===== config.mk =====
export PLATFORM = sky130hd
export DESIGN_NAME = serial_read_buffer
export DESIGN_NICKNAME = d
export VERILOG_FILES = /design/src/rtl/serial_read_buffer_pkg.sv /design/src/rtl/serial_read_buffer_edge_detector.sv /design/src/rtl/serial_read_buffer.sv
export SDC_FILE = /design/constraint.sdc
export NUM_CORES = 1
export LEC_CHECK = 0
export ABC_AREA = 0
export ABC_CLOCK_PERIOD_IN_PS = 1600
export CORE_MARGIN = 1
export CORE_UTILIZATION = 58
export DETAILED_ROUTE_END_ITERATION = 10
export DONT_BUFFER_PORTS = 1
export GPL_TIMING_DRIVEN = 0
export PLACE_DENSITY_LB_ADDON = 0.3
export RECOVER_POWER = 50
export SLEW_MARGIN = 20
export SYNTH_ARGS = -nofsm -noshare
export SYNTH_HDL_FRONTEND = slang
export SYNTH_SLANG_ARGS = --single-unit

===== constraint.sdc =====
create_clock -name i_sys_clk -period 1.6 [get_ports i_sys_clk]
set_clock_uncertainty 0.05 [all_clocks]
set_input_delay 0.24 -clock i_sys_clk [delete_from_list [all_inputs] [get_ports i_sys_clk]]
set_output_delay 0.24 -clock i_sys_clk [all_outputs]
set_load 0.01 [all_outputs]

===== src/rtl/serial_read_buffer_pkg.sv =====
// Shared types and constants for the serial read buffer.
`timescale 1ns/1ps
package serial_read_buffer_pkg;

   localparam int unsigned SYNC_STAGES = 2;

   typedef enum logic {
      IDLE = 1'b0,
      READ = 1'b1
   } state_t;

endpackage


===== src/rtl/serial_read_buffer_edge_detector.sv =====
// Edge detector: turns the serial clock into single-cycle sample strobes and keeps data aligned.
// Define SERIAL_READ_BUFFER_SYNC_EN to insert synchronizers on both serial inputs.
`timescale 1ns/1ps
module edge_detector
   import serial_read_buffer_pkg::*;
#(
   parameter int unsigned FALL_EDGE = 0
) (
   input  logic i_sys_clk,
   input  logic i_rst,
   input  logic i_sig,
   input  logic i_data,
   output logic o_edge_sig,
   output logic o_data
);

   logic w_sig;
   logic w_data;
   logic r_hist;

`ifdef SERIAL_READ_BUFFER_SYNC_EN
   logic [SYNC_STAGES-1:0] r_sig_sync;
   logic [SYNC_STAGES-1:0] r_data_sync;

   // Identical chains keep the sampled bit aligned with its strobe
   always_ff @(posedge i_sys_clk or negedge i_rst) begin
      if (!i_rst) begin
         r_sig_sync  <= '0;
         r_data_sync <= '0;
      end else begin
         r_sig_sync  <= {r_sig_sync[SYNC_STAGES-2:0], i_sig};
         r_data_sync <= {r_data_sync[SYNC_STAGES-2:0], i_data};
      end
   end

   assign w_sig  = r_sig_sync[SYNC_STAGES-1];
   assign w_data = r_data_sync[SYNC_STAGES-1];
`else
   assign w_sig  = i_sig;
   assign w_data = i_data;
`endif

   always_ff @(posedge i_sys_clk or negedge i_rst) begin
      if (!i_rst) begin
         r_hist <= 1'b0;
      end else begin
         r_hist <= w_sig;
      end
   end

   assign o_edge_sig = (FALL_EDGE != 0) ? (r_hist & ~w_sig) : (~r_hist & w_sig);
   assign o_data     = w_data;

endmodule


===== src/rtl/serial_read_buffer.sv =====
// Serial-to-parallel capture: MSB-first serial stream into a BUF_SIZE-bit word.
// Synchronizers on the serial inputs are enabled with SERIAL_READ_BUFFER_SYNC_EN.
`timescale 1ns/1ps
module serial_read_buffer
   import serial_read_buffer_pkg::*;
#(
   parameter int unsigned BUF_SIZE  = 8,
   parameter int unsigned FALL_EDGE = 0
) (
   input  logic                i_sys_clk,
   input  logic                i_rst,
   input  logic                i_start,
   input  logic                i_ser_clk,
   input  logic                i_data_in,
   output logic [BUF_SIZE-1:0] o_data_out,
   output logic                o_busy,
   output logic                o_data_ready
);

   localparam int unsigned CNT_W = $clog2(BUF_SIZE + 1);

   state_t              r_state;
   state_t              w_state_nxt;
   logic [CNT_W-1:0]    r_cnt;
   logic [CNT_W-1:0]    w_cnt_nxt;
   logic [BUF_SIZE-1:0] r_shift;
   logic [BUF_SIZE-1:0] w_shift_nxt;
   logic [BUF_SIZE-1:0] w_shifted;
   logic [BUF_SIZE-1:0] r_data_out;
   logic [BUF_SIZE-1:0] w_data_out_nxt;
   logic                r_busy;
   logic                r_data_ready;
   logic                w_ready_nxt;
   logic                w_strobe;
   logic                w_bit;

   edge_detector #(
      .FALL_EDGE (FALL_EDGE)
   ) u_edge (
      .i_sys_clk  (i_sys_clk),
      .i_rst      (i_rst),
      .i_sig      (i_ser_clk),
      .i_data     (i_data_in),
      .o_edge_sig (w_strobe),
      .o_data     (w_bit)
   );

   // Left shift with the new bit entering at the LSB
   assign w_shifted = BUF_SIZE'({r_shift, w_bit});

   always_comb begin
      w_state_nxt    = r_state;
      w_cnt_nxt      = r_cnt;
      w_shift_nxt    = r_shift;
      w_data_out_nxt = r_data_out;
      w_ready_nxt    = r_data_ready;
      case (r_state)
         IDLE: begin
            if (i_start) begin
               w_state_nxt = READ;
               w_cnt_nxt   = '0;
               w_shift_nxt = '0;
               w_ready_nxt = 1'b0;
            end
         end
         READ: begin
            if (w_strobe) begin
               w_shift_nxt = w_shifted;
               w_cnt_nxt   = r_cnt + CNT_W'(1);
               if (r_cnt == CNT_W'(BUF_SIZE - 1)) begin
                  w_data_out_nxt = w_shifted;
                  w_ready_nxt    = 1'b1;
                  w_state_nxt    = IDLE;
               end
            end
         end
      endcase
   end

   always_ff @(posedge i_sys_clk or negedge i_rst) begin
      if (!i_rst) begin
         r_state      <= IDLE;
         r_cnt        <= '0;
         r_shift      <= '0;
         r_data_out   <= '0;
         r_busy       <= 1'b0;
         r_data_ready <= 1'b0;
      end else begin
         r_state      <= w_state_nxt;
         r_cnt        <= w_cnt_nxt;
         r_shift      <= w_shift_nxt;
         r_data_out   <= w_data_out_nxt;
         r_busy       <= (w_state_nxt == READ);
         r_data_ready <= w_ready_nxt;
      end
   end

   assign o_data_out   = r_data_out;
   assign o_busy       = r_busy;
   assign o_data_ready = r_data_ready;

endmodule


== Word-level counts from Yosys, hierarchy flattened ==
Index checks and enable logic that the tools add are counted.

* Register bits: 22
* Input port bits: 5

* Add/subtract/negate cells: 1
* Bitwise logic cells: 3
* Eq/ne operators: 4
* Reductions and logical operators: 3
* Multiplexer cells: 14

{| class="wikitable"
|+ Operator list
! cell !! number
|-
| 2-to-1 mux 7 bit || 2
|-
| one-hot mux 7 bit (2 select lines) || 1
|-
| 2-to-1 mux 4 bit || 2
|-
| one-hot mux 4 bit (2 select lines) || 1
|-
| 2-to-1 mux 1 bit || 6
|-
| AND reduction 3 bit || 2
|-
| adder 4 x 1 -> 4 bit, second input constant || 1
|-
| equality test 4 x 3 -> 1 bit, second input constant || 1
|-
| inequality test 2 x 1 -> 1 bit, second input constant || 2
|-
| one-hot mux 1 bit (2 select lines) || 2
|-
| inequality test 2 bit, second input constant || 1
|-
| inverter 1 bit || 2
|-
| AND reduction 2 bit || 1
|-
| bitwise AND 1 bit || 1
|}

== Depth between registers and ports, before layout ==
* Depth after elaboration: 4
* Mapped depth: 4

== Modules after synthesis ==
A second synthesis with hierarchy kept.

* Cell total of the unflattened synthesis: 77
* Area, all modules: 1,002.2 µm²

{| class="wikitable"
|+ Modules (own cells, without submodules)
! module !! cells an instance !! times used !! seq. area each (µm²) !! area an instance (µm²)
|-
| serial_read_buffer || 74 || 1 || 525.5 || 955.9
|-
| edge_detector || 3 || 1 || 25.0 || 46.3
|}

== Worst setup path after synthesis ==
No wires, ideal clock.

* Path type: flip-flop to flip-flop
* From: register r_cnt[0]
* To: register r_data_out[0], in the netlist o_data_out[0]
* Cell stages (with the launch flop): 5
* Library setup time: 0.125 ns
* Data arrival time: 1.278 ns
* Setup slack: 0.147 ns
* Buffers on the path: 0
* Clock period less this slack: 1.453 ns
* Path through: dfrtp_1 > ha_1 > nand2_1 > nor3_4 > mux2_2

* Cells in the longest elaborated chain, start to end: 2

{| class="wikitable"
|+ Ends and longest elaborated chain
! element !! RTL line !! source
|-
| start: declaration || serial_read_buffer.sv:24 || <nowiki>logic [CNT_W-1:0] r_cnt;</nowiki>
|-
| start signal: assignment || serial_read_buffer.sv:90 || <nowiki>r_cnt <= w_cnt_nxt;</nowiki>
|-
| equality test 4 x 3 -> 1 bit || serial_read_buffer.sv:70 || <nowiki>if (r_cnt == CNT_W'(BUF_SIZE - 1)) begin</nowiki>
|-
| AND reduction 3 bit (no source line) || - ||
|-
| end signal: assignment || serial_read_buffer.sv:92 || <nowiki>r_data_out <= w_data_out_nxt;</nowiki>
|-
| end: declaration || serial_read_buffer.sv:29 || <nowiki>logic [BUF_SIZE-1:0] r_data_out;</nowiki>
|}

Every way passes these cells.
A chain may end at the register's enable or synchronous reset.

== Worst setup path in the final report ==
* From: register r_cnt[0]
* To: register r_data_out[2], in the netlist o_data_out[2]

The elaborated chain is that of the path after synthesis.

==> impl_summary.md <==
Outcome
The run finished with clean final reports.

Hold path
The worst hold path startpoint is i_start. The classification of the worst-slack hold path is input pin to register. Counting instances, the worst hold path has a depth of 2. For hold timing, the worst endpoint is o_busy$_DFF_PN0_.

Final layout
From synthesis to final layout, the design area changed by 12.94%. The multi-input gate area in the final layout is 329.1 um^2. The finished cells cover 0.001005 mm^2.

The filler cells instantiated in the layout total 99. Leaving out fill and tap cells, the most frequent cells in the layout are 22 x dfrtp_1, 19 x nand2_1, 10 x nand3_1, 8 x mux2_2. The sequential cells in the finished layout cover a total of 550.5 um^2. The number of nets in the layout is 92. The count of antenna diodes in the layout is 0. Of the cells placed in the final design, the portion with a size suffix greater than 1 is 0.2235.

The library cell used most frequently in the layout, excluding fill and tap cells, is dfrtp_1.

Power and ir drop
The net switching power figure is 0.4110 mW. The clock network fraction of design power is 0.212. The total leakage power is around 0.51 nW.

The combinational group share of total power is 0.163. The internal power contribution is ~1 mW. Of the total power, registers draw 0.625. The peak supply drop is slightly below 0.0009 V. Of the total power, the share spent switching nets is 0.2972. Dividing total power by cell area gives a power density of 1376 mW/mm^2.

STA
After layout, the worst setup slack is 89.97 ps. The number of hold violations in the final report came to 0. The total count of max-transition violations in the final report was 0. For the finished layout, the period the worst path requires is 1510 ps.

Static timing analysis puts the maximum clock frequency at 662.2 MHz. The final-report setup violation count is 0. The worst pin sits at a relative slew slack of 0.6398. Setup repair after global routing left no endpoint under its margin.

The slew of the pin with the lowest slew margin is 540.4 ps. The total negative slack is 0 ps. The post-route fraction of the period consumed by the critical path is 0.9438.

Clock network
The number of H-tree branching levels is 1. The number of clock buffers inserted by TritonCTS is 3. TritonCTS built the clock tree.

The buffer type at the clock tree root is clkbuf_4. The clock drives 22 sinks. The maximum buffer depth of the clock tree is 2. The clock transition time at the flip-flop clock pins of the worst setup and hold paths is ~120 ps. At the later pin of the worst-skew pair, clock insertion delay measures 300 ps.

Setup path
The largest fanout on the critical path is 6. The depth of the worst register-to-register path is 5. For the worst setup path, the data required time is 1740 ps. The worst register-to-register path ends at o_data_out[2]$_DFFE_PN0P_. The element type at the critical path end is a register.

The worst register-to-register path begins at r_cnt[0]$_DFFE_PN0P_. The type of the worst setup path is register to register. The signal arrival time at the worst endpoint is approximately 1700 ps. The signal on the critical path passes through ha_2, nand2_1, nor3_4, buf_6, mux2_2. In this design, the stage delay of the slowest critical-path cell is 420 ps.

The cell with the largest stage delay on the worst path is dfrtp_1. The type of origin of the critical path is a register. The worst register-to-register path has a setup slack of 90 ps.

Floorplan
The die area is 0.001695 mm^2. In this run the horizontal extent of the chip is 41.17 um. The total area inside the core boundary comes to 0.001366 mm^2. The initial utilization of the core area, before any placement, comes to 0.6511.

In this run the vertical extent of the chip is 41.17 um. 15 I/O pins were placed. The placement row count is 13.

Synth
The share of the Yosys chip area taken by registers is 0.6188. The cell accounting for the most synthesized area is dfrtp_1. The netlist uses 18 different library cells. Ranked by total cell area, the synthesized netlist is headed by dfrtp_1 62%, mux2_2 10%, nand2_1 8.0%, nand3_1 5.6%, nand3b_4 2.3%. Synthesis produced a netlist whose cell count is 75. The netlist area before placement is 889.6 um^2. Synthesis produced a netlist with a net count of 81. The per-instance average area after synthesis is ~12 um^2. Yosys printed 0 warnings.

The share of the synthesized area in the top cell type is 0.6188. The synthesized flop and latch total is 22.

Global route
The maximum number of pins on one net before global-route repair is 23. The combined global-route utilization of all metal layers is 0.2057. The total overflow reported by the global router is 0.

The first global-routing pass estimated around 2200 um of wire. The number of antenna violations at the first check in global routing came to 0. The number of global-route vias before repair was approximately 520.

Detailed routing
The via count is 559. Summed over all layers, the routed wires come to approximately 1400 um. The number of remaining DRC errors is 0. The detail-routed via count per cell is 5.590. In this run, the number of DRC markers left after iteration 0 of detailed routing was 10. The total iterations of the first detailed-routing run is 3.

Once detail routing completed, the nets flagged for antenna violations numbered 0. In the final routed layout, each cell accounts on average for 14.04 um.

Place
The routability-driven placement congestion ratio is 0.6793. The HPWL after detailed placement is 957.8 um. The count of buffers inserted at the top-level ports is 0. The instance area after placement is 908.4 um^2. The pre-CTS setup slack is -67.85 ps.

Flow run
The number of violations of the max-capacitance limit is 0.
-- final cells by class --
cell class	count	share of cell area
sequential	22	0.5479
multi-input combinational	50	0.3275
timing repair buffer	6	0.05729
clock buffer	4	0.03611
tap	15	0.01868
buffer	3	0.01245
-- stage by stage --
stage | utilization | hold slack [ps] | power [mW] | instances
floorplan | - | -105.6 | 1.021 | 75
global placement | 0.6648 | -105.2 | 1.061 | 90
detailed placement | 0.6648 | -105.2 | 1.084 | 90
CTS | 0.7244 | 14.58 | 1.396 | 99
global route | 0.7353 | 11.59 | 1.471 | 100
finish | 0.7353 | 23.11 | 1.383 | 100
-- state kept, by name (all words and copies together), names as in the netlist --
signal / count
o_busy: 1
o_data_ready: 1
r_shift: 7
u_edge.r_hist: 1
r_cnt: 4
o_data_out: 8
-- worst max-delay path by stage --
stage                    startpoint                   endpoint  slack (ps)
6_report       r_cnt[0]$_DFFE_PN0P_  o_data_out[2]$_DFFE_PN0P_          90
3_3_place_gp   r_cnt[0]$_DFFE_PN0P_  o_data_out[3]$_DFFE_PN0P_         -30
4_1_cts        r_cnt[0]$_DFFE_PN0P_  o_data_out[2]$_DFFE_PN0P_          40
3_5_place_dp   r_cnt[0]$_DFFE_PN0P_  o_data_out[2]$_DFFE_PN0P_         -70
2_1_floorplan  r_cnt[0]$_DFFE_PN0P_  o_data_out[0]$_DFFE_PN0P_         150
5_1_grt        r_cnt[0]$_DFFE_PN0P_  o_data_out[2]$_DFFE_PN0P_          20
-- cells in the mapped netlist --
| cell type | instances |
|---|---|
| a21o_1 | 1 |
| and3b_1 | 1 |
| buf_2 | 1 |
| clkbuf_1 | 2 |
| dfrtp_1 | 22 |
| ha_1 | 1 |
| mux2_2 | 8 |
| mux2i_1 | 1 |
| nand2_1 | 19 |
| nand2b_1 | 1 |
| nand3_1 | 10 |
| nand3b_1 | 1 |
| nand3b_4 | 1 |
| nand4_1 | 1 |
| nor2_1 | 2 |
| nor3_4 | 1 |
| o211ai_1 | 1 |
| o21ai_0 | 1 |
-- power groups by stage --
stage	clock network, mW	registers [mW]	logic (mW)
floorplan	0	0.844	0.176
global placement	0	0.869	0.192
detailed placement	0	0.877	0.207
CTS	0.305	0.864	0.226
global route	0.330	0.886	0.254
finish	0.293	0.864	0.226
-- cells by family after synthesis --
kind of cell / Yosys count / share of synthesized area
mux: 9 / 0.1125
fa+ha+maj: 1 / 0.01406
buf+inv: 3 / 0.01406
simple gates: 37 / 0.2180
flops: 22 / 0.6188
compound gates: 3 / 0.02250
-- per-layer routing --
metal / vias up / track usage / wire length (um)
met1: 272 / 0.2801 / 694
met3: 2 / 0.05435 / 43
met2: 8 / 0.3047 / 654
met5: - / 0 / 0
met4: 0 / 0.09677 / 11
li1: 277 / - / -
-- what timing repair did --
item	4_1_cts	5_1_grt
endpoints found under the hold margin	24	22
setup buffers	2	0
cloned	0	0
pin swaps	1	1
endpoints found under the setup margin	8	8
hold buffers	3	1
resized for setup	0	3
-- worst max-delay path: cells and delay by family (launching register included) --
family / cells / cell delay, ps
mux: 1 / 330
buf+inv: 1 / 150
simple gates: 2 / 250
fa+ha+maj: 1 / 210
flops: 1 / 420
Note: power is estimated with default switching activity, not from simulation.
